<file path="src/rtl/sram_line_port_arbiter.sv">
// Two-requester arbiter in front of a single-port line SRAM.
// Clears the whole RAM after reset, then grants round-robin and tracks read returns.
module sram_line_port_arbiter #(
    parameter int DATA_WIDTH    = 128,
    parameter int ADDRESS_WIDTH = 7,
    parameter int READ_LATENCY  = 2
) (
    input  logic                     i_clk,
    input  logic                     i_rst_n,
    input  logic                     i_req_0,
    input  logic                     i_req_1,
    input  logic                     i_we_0,
    input  logic                     i_we_1,
    input  logic [ADDRESS_WIDTH-1:0] i_addr_0,
    input  logic [ADDRESS_WIDTH-1:0] i_addr_1,
    input  logic [DATA_WIDTH-1:0]    i_wdata_0,
    input  logic [DATA_WIDTH-1:0]    i_wdata_1,
    output logic                     o_gnt_0,
    output logic                     o_gnt_1,
    output logic                     o_rvalid_0,
    output logic                     o_rvalid_1,
    output logic [DATA_WIDTH-1:0]    o_rdata,
    output logic [ADDRESS_WIDTH-1:0] o_mem_address,
    output logic [DATA_WIDTH-1:0]    o_mem_write_data,
    output logic                     o_mem_write_enable,
    input  logic [DATA_WIDTH-1:0]    i_mem_read_data,
    output logic                     o_init_done
);

    localparam logic ST_INIT = 1'b0;
    localparam logic ST_ARB  = 1'b1;

    localparam logic [ADDRESS_WIDTH-1:0] CNT_ONE  = 1;
    localparam logic [ADDRESS_WIDTH-1:0] CNT_LAST = '1;

    generate
        if (READ_LATENCY < 1 || READ_LATENCY > 4) begin : g_bad_latency
            $error("READ_LATENCY must be in 1..4");
        end
    endgenerate

    logic                     state;
    logic [ADDRESS_WIDTH-1:0] clr_cnt;
    logic                     init_done_q;
    logic                     ptr;
    logic                     gnt_0;
    logic                     gnt_1;
    logic                     rd_issue;
    logic [READ_LATENCY-1:0]  pipe_v;
    logic [READ_LATENCY-1:0]  pipe_id;

    // Pointer names the requester that wins the next tie.
    always_comb begin
        gnt_0 = 1'b0;
        gnt_1 = 1'b0;
        if (state == ST_ARB) begin
            case ({i_req_1, i_req_0})
                2'b01:   gnt_0 = 1'b1;
                2'b10:   gnt_1 = 1'b1;
                2'b11: begin
                    gnt_0 = ~ptr;
                    gnt_1 = ptr;
                end
                default: ;
            endcase
        end
    end

    always_comb begin
        o_mem_address      = '0;
        o_mem_write_data   = '0;
        o_mem_write_enable = 1'b0;
        unique case (1'b1)
            (state == ST_INIT): begin
                o_mem_address      = clr_cnt;
                o_mem_write_enable = 1'b1;
            end
            gnt_0: begin
                o_mem_address      = i_addr_0;
                o_mem_write_data   = i_wdata_0;
                o_mem_write_enable = i_we_0;
            end
            gnt_1: begin
                o_mem_address      = i_addr_1;
                o_mem_write_data   = i_wdata_1;
                o_mem_write_enable = i_we_1;
            end
            default: ;
        endcase
    end

    assign rd_issue = (gnt_0 & ~i_we_0) | (gnt_1 & ~i_we_1);

    always_ff @(posedge i_clk or negedge i_rst_n) begin
        if (!i_rst_n) begin
            state       <= ST_INIT;
            clr_cnt     <= '0;
            init_done_q <= 1'b0;
        end else if (state == ST_INIT) begin
            clr_cnt <= clr_cnt + CNT_ONE;
            if (clr_cnt == CNT_LAST) begin
                state       <= ST_ARB;
                init_done_q <= 1'b1;
            end
        end
    end

    always_ff @(posedge i_clk or negedge i_rst_n) begin
        if (!i_rst_n) begin
            ptr <= 1'b0;
        end else if (gnt_0) begin
            ptr <= 1'b1;
        end else if (gnt_1) begin
            ptr <= 1'b0;
        end
    end

    // Stage N-1 lines up with the RAM data for a read granted N cycles ago.
    always_ff @(posedge i_clk or negedge i_rst_n) begin
        if (!i_rst_n) begin
            pipe_v  <= '0;
            pipe_id <= '0;
        end else begin
            pipe_v[0]  <= rd_issue;
            pipe_id[0] <= gnt_1;
            for (int i = 1; i < READ_LATENCY; i++) begin
                pipe_v[i]  <= pipe_v[i-1];
                pipe_id[i] <= pipe_id[i-1];
            end
        end
    end

    assign o_gnt_0     = gnt_0;
    assign o_gnt_1     = gnt_1;
    assign o_rvalid_0  = pipe_v[READ_LATENCY-1] & ~pipe_id[READ_LATENCY-1];
    assign o_rvalid_1  = pipe_v[READ_LATENCY-1] & pipe_id[READ_LATENCY-1];
    assign o_rdata     = i_mem_read_data;
    assign o_init_done = init_done_q;

endmodule

</file>
<file path="config.mk">
export PLATFORM = sky130hd
export DESIGN_NAME = sram_line_port_arbiter
export DESIGN_NICKNAME = d
export VERILOG_FILES = /design/src/rtl/sram_line_port_arbiter.sv
export SDC_FILE = /design/constraint.sdc
export NUM_CORES = 1
export LEC_CHECK = 0
export CAP_MARGIN = 15
export CORE_AREA = 4 4 260 262
export CTS_CLUSTER_SIZE = 16
export DETAILED_ROUTE_END_ITERATION = 10
export DIE_AREA = 0 0 264 266
export GPL_TIMING_DRIVEN = 0
export PLACE_DENSITY = 0.31
export RECOVER_POWER = 100
export SLEW_MARGIN = 20
export SYNTH_ARGS = -nofsm -noshare
export SYNTH_HDL_FRONTEND = slang
export SYNTH_SLANG_ARGS = --single-unit
</file>
<file path="constraint.sdc">
create_clock -name i_clk -period 1.6 [get_ports i_clk]
set_input_delay 0.16 -clock i_clk [delete_from_list [all_inputs] [get_ports i_clk]]
set_output_delay 0.16 -clock i_clk [all_outputs]
set_load 0.02 [all_outputs]
</file>
==> reports/qor.yml, run 1 <==
clock_skew_ns: 0.00127
finalHoldViolations: 0
yosys-top-cells-area: "a22o_1 38%, buf_4 36%, dfrtp_1 12%"
synth_top_area_share_pct: 37.6
cts_max_level: 1
syn_nets: 750
antenna_found_initial: 1
cp.arrival_ns: 1.80
ys_types: 23
drv_cap: 0
holdPathEnd: "pipe_id[1]"
cts.path.max_buffers: 2
grt_start_max_net_pins: 15
vias_per_cell: 2.75
max-slew-margin-rel_pct: 54.4
root_buffer: "clkbuf_16"
port_buffers: 544
power_w: 0.00227
ys_seq_area_share_pct: 11.7
yosys_warnings: 0
wl_um: 27900
min_period_ns: 1.96
finalInstanceArea_um2: 10100
rsz0062_at_grt: "yes"
min_from: "pipe_id[0]"
rows: 94
drive_above_1_share_pct: 37.6
criticalPathCategory: "reg -> out"
cts_tree: "yes"
fin_ws_ns: -0.357
fin_crit_sh_pct: 122
peakVddDrop_mv: 0.303
syn_area_um2: 2980
worstRegToRegCells: 5
worst_slew_pin_slew_ns: 0.682
hpwlAfterDp_um: 24100
r2r_end: "clr_cnt[5]"
grt_use_total_pct: 6.99
failed_checks: "negative setup slack"
endpoint_kind: "output pin"
setup_viol: 137
ant_nets: 0
syn_to_final_growth_pct: 237
cts_buffers: 3
slew_violations: 0
crit_path_start_kind: "flop"
avgSynthCellArea_um2: 8.64
grt_pass1_vias: 5193
fin_nets: 1330
die_w_um: 264
gp_congestion: 0.766
syn_inst: 345
worstHoldPathCells: 0
worstSkewPairLatency_ns: 0.24
wire_per_inst_um: 15.6
layout_commonest_cell: "clkdlybuf4s50_1"
cts.clk_slew.worst_paths_ns: 0.05
cp-startpoint: "ptr"
drtIter0Drc: 89
hold_class: "reg -> reg"
grt_overflow: 0
cts.sinks: 14
die_y_um: 266
crit_required_ns: 1.44
powerDensity_nw_per_um2: 226
drc: 0
fin_hold_ws_ns: 0.344
grt_pass1_wl_um: 36600
critical_path.max_fanout: 7
synth_top_cell_by_area: "a22o_1"
status: "finished, violations left"
dieArea_um2: 70200
timing.rr.start: "state"
max_freq_mhz: 511
drt_first_pass_iters: 6
ios: 673
reg2reg_slack_ns: 0.19
p_leak_nw: 4.28
layout_common_cells: "275 x clkdlybuf4s50_1, 199 x buf_4, 129 x dlygate4sd3_1"
place_area_um2: 9510
core-area_um2: 65400
synth-seq-cells: 14
start_util_pct: 4.56
via_count: 4921
==> worst max-delay path by stage <==
stage	to	slack, ns	cells past startpoint
floorplan	o_mem_address[0]	0.19	5
global placement	o_mem_write_data[82]	-1.05	7
detailed placement	o_mem_write_data[82]	-1.06	7
CTS	o_mem_address[5]	-0.45	6
global route	o_mem_write_data[93]	-0.42	9
finish	o_mem_write_data[93]	-0.36	9
==> synth_stat cells, drive strengths merged <==
library cell	count
xnor2	4
nand2b	2
nand4b	1
buf	158
a22o	128
a21o	3
a221o	7
o22ai	1
nand2	2
nor2	2
xor2	2
ha	1
inv	2
mux2	1
dfrtp	14
nor2b	8
nand3	7
and2	1
nor3	1
==> layout make-up <==
| class | count | area, um2 |
|---|---|---|
| Tap cell | 864 | 1080 |
| Multi-Input combinational cell | 171 | 1540 |
| Clock buffer | 3 | 75.1 |
| Sequential cell | 14 | 352 |
| Inverter | 2 | 22.5 |
| Antenna cell | 1 | 2.50 |
| Fill cell | 7431 | 55300 |
| Timing Repair Buffer | 575 | 5570 |
| Buffer | 158 | 1420 |
==> layer usage <==
layer | global-route usage [%] | share of wire [%]
met5 | 0 | 0
met3 | 2.04 | 9.1
met2 | 14.6 | 57
met1 | 7.16 | 34
met4 | 0.214 | 0.19
==> cell families after synthesis <==
group | synth area share (%)
AO/OA/AOI/OAI | 40.9
adder cells (fa/ha/maj) | 0.420
AND/OR/NAND/NOR | 4.62
multiplexers | 0.378
buffers and inverters | 40.2
XOR/XNOR | 1.76
flip-flops | 11.8
==> flip-flops by register name, indices dropped and copies added (netlist names) <==
register     cells
clr_cnt          7
o_init_done      1
pipe_id          2
pipe_v           2
ptr              1
state            1
==> timing repair <==
action                                 CTS  global route
hold buffers                             0             0
gates cloned                             3             2
endpoints found under the hold margin    0             0
setup buffers                           14            12
pin swaps                                6            15
gates resized for setup                498           275
setup endpoints to repair              139           140
==> power breakdown <==
part | internal, W | switching (W) | leakage (nW)
logic | 0.000992 | 0.000459 | 4.06
registers | 0.000355 | 0 | 0.179
clock network | 0.000327 | 0.000137 | 0.0370
==> worst max-delay path, cell delays in order, from the launching register on <==
cell     delay [ns]
dfrtp_1        0.38
nand2_2        0.08
nand3_2        0.11
inv_4          0.06
buf_12         0.13
buf_16         0.15
buf_12         0.13
buf_16         0.12
a22o_4         0.24
buf_6          0.13
==> metrics by stage <==
| step | setup WS, ns | std cells | TNS (ns) | utilization (%) |
|---|---|---|---|---|
| after global placement | -1.05 | 1753 | -115.90 | 14.5 |
| after detailed placement | -1.06 | 1753 | -117.95 | 14.5 |
| final | -0.357 | 1788 | -34.97 | 15.4 |
| after CTS | -0.452 | 1773 | -46.51 | 15.0 |
| after global routing | -0.419 | 1787 | -45.04 | 15.4 |
| after floorplan | 0.189 | 345 | 0 | - |
(Power assumes the default switching activity.)
==> run 2: changes to the inputs <==
--- a/config.mk
+++ b/config.mk
@@ -7,12 +7,12 @@
 export LEC_CHECK = 0
 export CAP_MARGIN = 15
 export CORE_AREA = 4 4 260 262
-export CTS_CLUSTER_SIZE = 16
 export DETAILED_ROUTE_END_ITERATION = 10
 export DIE_AREA = 0 0 264 266
 export GPL_TIMING_DRIVEN = 0
 export PLACE_DENSITY = 0.31
 export RECOVER_POWER = 100
+export SKIP_CTS_REPAIR_TIMING = 1
 export SLEW_MARGIN = 20
 export SYNTH_ARGS = -nofsm -noshare
 export SYNTH_HDL_FRONTEND = slang
==> reports/qor.yml, run 2 (synthesized netlist as in run 1, its figures left out) <==
die_w_um: 264  # unchanged
cp_common_cell: "buf_4"
cts_max_level: 1  # unchanged
drv_cap: 0  # unchanged
fin_hold_ws_ns: 0.344  # -0.000189 ns
gp_congestion: 0.766  # unchanged
cp.arrival_ns: 1.78  # -0.02 ns
path_delay_family: "buffers and inverters"
peakVddDrop_mv: 0.296  # -2.4%
critical_path.max_fanout: 11  # +4
criticalPathCategory: "reg -> out"
layout_commonest_cell: "clkdlybuf4s50_1"
start_util_pct: 4.56  # unchanged
failed_checks: "negative setup slack"
dieArea_um2: 70200  # unchanged
fin_crit_sh_pct: 121  # -1.2 points
crit_path_start_kind: "flop"
die_y_um: 266  # unchanged
antenna_cells: 0  # -1
max_freq_mhz: 516  # +0.97%
wl_um: 27800  # -0.22%
min_period_ns: 1.94  # -0.0188 ns
wl_met2_um: 15600  # -1.4%
slew_violations: 0  # unchanged
drive_above_1_share_pct: 34.9  # -2.7 points
endpoint_kind: "output pin"
p_leak_nw: 4.18  # -2.3%
timing.rr.start: "state"
ant_nets: 0  # unchanged
powerDensity_nw_per_um2: 235  # +4.3%
max-slew-margin-rel_pct: 56.3  # +1.9 points
vias_per_cell: 2.74  # -0.43%
slowest_stage: "dfrtp_1"
finalHoldViolations: 0  # unchanged
crit_required_ns: 1.44  # about the same
rows: 94  # unchanged
worstSkewPairLatency_ns: 0.24  # about the same
dp_slack_ns: -1.06  # unchanged
port_buffers: 544  # unchanged
worstHoldPathCells: 0  # unchanged
reg2reg_slack_ns: 0.17  # -0.02 ns
hpwlAfterDp_um: 24100  # unchanged
min_from: "pipe_id[0]"
wire_per_inst_um: 15.8  # +1.1%
antenna_found_initial: 1  # unchanged
cts_buffers: 3  # unchanged
rsz0062_at_grt: "yes"
r2r_end: "clr_cnt[5]"
grt_overflow: 0  # unchanged
worstRegToRegCells: 4  # -1
cts.path.max_buffers: 2  # unchanged
clock_skew_ns: 0.000571  # -0.000702 ns
multiInputGateArea_um2: 1510  # -2.2%
cts.sinks: 14  # unchanged
crit_buf_inv: 4  # -2
grt_start_max_net_pins: 15  # unchanged
grt_use_total_pct: 6.71  # -0.29 points
ios: 673  # unchanged
largest_reg_flops: 7  # unchanged
grt_pass1_wl_um: 35300  # -3.5%
met3_length_um: 2490  # -1.4%
grt_pass1_vias: 5071  # -2.3%
cts_tree: "yes"
worst_slew_pin_slew_ns: 0.654  # -0.0278 ns
drc: 0  # unchanged
fillers: 7453  # +0.30%
status: "finished, violations left"
syn_to_final_growth_pct: 223
cp_cell_sequence: "nand2b_4 > nand3_4 > clkinv_8 > buf_4 > buf_12 > a22o_1 > buf_4"
drtIter0Drc: 70  # -21%
setup_viol: 138  # +0.73%
fin_ws_ns: -0.338  # +0.0188 ns
cp_slowest_stage_delay_ns: 0.39  # about the same
regArea_um2: 352  # unchanged
regMostFlops: "clr_cnt"
top_regs: "clr_cnt x7, pipe_id x2, pipe_v x2"
holdPathEnd: "pipe_id[1]"
cts.clk_slew.worst_paths_ns: 0.05  # about the same
layout_common_cells: "273 x clkdlybuf4s50_1, 147 x buf_4, 129 x dlygate4sd3_1"
core-area_um2: 65400  # unchanged
hold_class: "reg -> reg"
via_count: 4834  # -1.8%
met1_length_um: 9700  # +2.0%
root_buffer: "clkbuf_16"
fin_nets: 1307  # -1.7%
dr.max_layer_used: "met4"
drt_first_pass_iters: 4  # -2
==> run 2: per-stage QoR <==
step	area [um2]	setup TNS [ns]	utilization (%)	total power (W)	instances
4_1_cts	9580	-126.06	14.7	0.00236	1756
6_report	9620	-37.81	14.7	0.00226	1764
5_1_grt	9620	-51.40	14.7	0.00237	1764
2_1_floorplan	2980	0	-	0.000835	345
3_3_place_gp	9510	-115.90	14.5	0.00189	1753
3_5_place_dp	9510	-117.95	14.5	0.00189	1753
==> run 2: worst max-delay path by stage <==
stage               startpoint                   end  slack (ns)  cells past startpoint
floorplan                  ptr      o_mem_address[0]        0.19                      5
global placement       i_req_0  o_mem_write_data[82]       -1.05                      7
detailed placement     i_req_0  o_mem_write_data[82]       -1.06                      7
CTS                      state  o_mem_write_data[82]       -1.11                      5
global route               ptr  o_mem_write_data[27]       -0.41                      7
finish                     ptr  o_mem_write_data[63]       -0.34                      7
==> run 2: report_power, final <==
group	total (W)	internal (W)	switching (W)
combinational	0.00145	0.000992	0.000456
clock	0.000461	0.000326	0.000134
sequential	0.000355	0.000355	0
total	0.00226	0.00167	0.000590
==> run 2: final cells by class <==
type	instances	area share, %
Tap cell	864	11.2
Clock buffer	3	0.781
Sequential cell	14	3.66
Timing Repair Buffer	551	54.1
Buffer	158	14.2
Multi-Input combinational cell	171	15.7
Timing Repair inverter	1	0.117
Inverter	2	0.234
==> run 2: worst register-to-register path: cells and delay by family, from the launching register on <==
| kind | cells | cell delay, ns |
|---|---|---|
| flops | 1 | 0.42 |
| simple gates | 2 | 0.30 |
| xor+xnor | 1 | 0.13 |
| buf+inv | 1 | 0.46 |
==> run 2: routing by layer <==
layer	vias up	track usage (%)
li1	2290	-
met1	2189	6.94
met2	351	13.9
met3	4	1.97
met4	0	0.214
met5	-	0
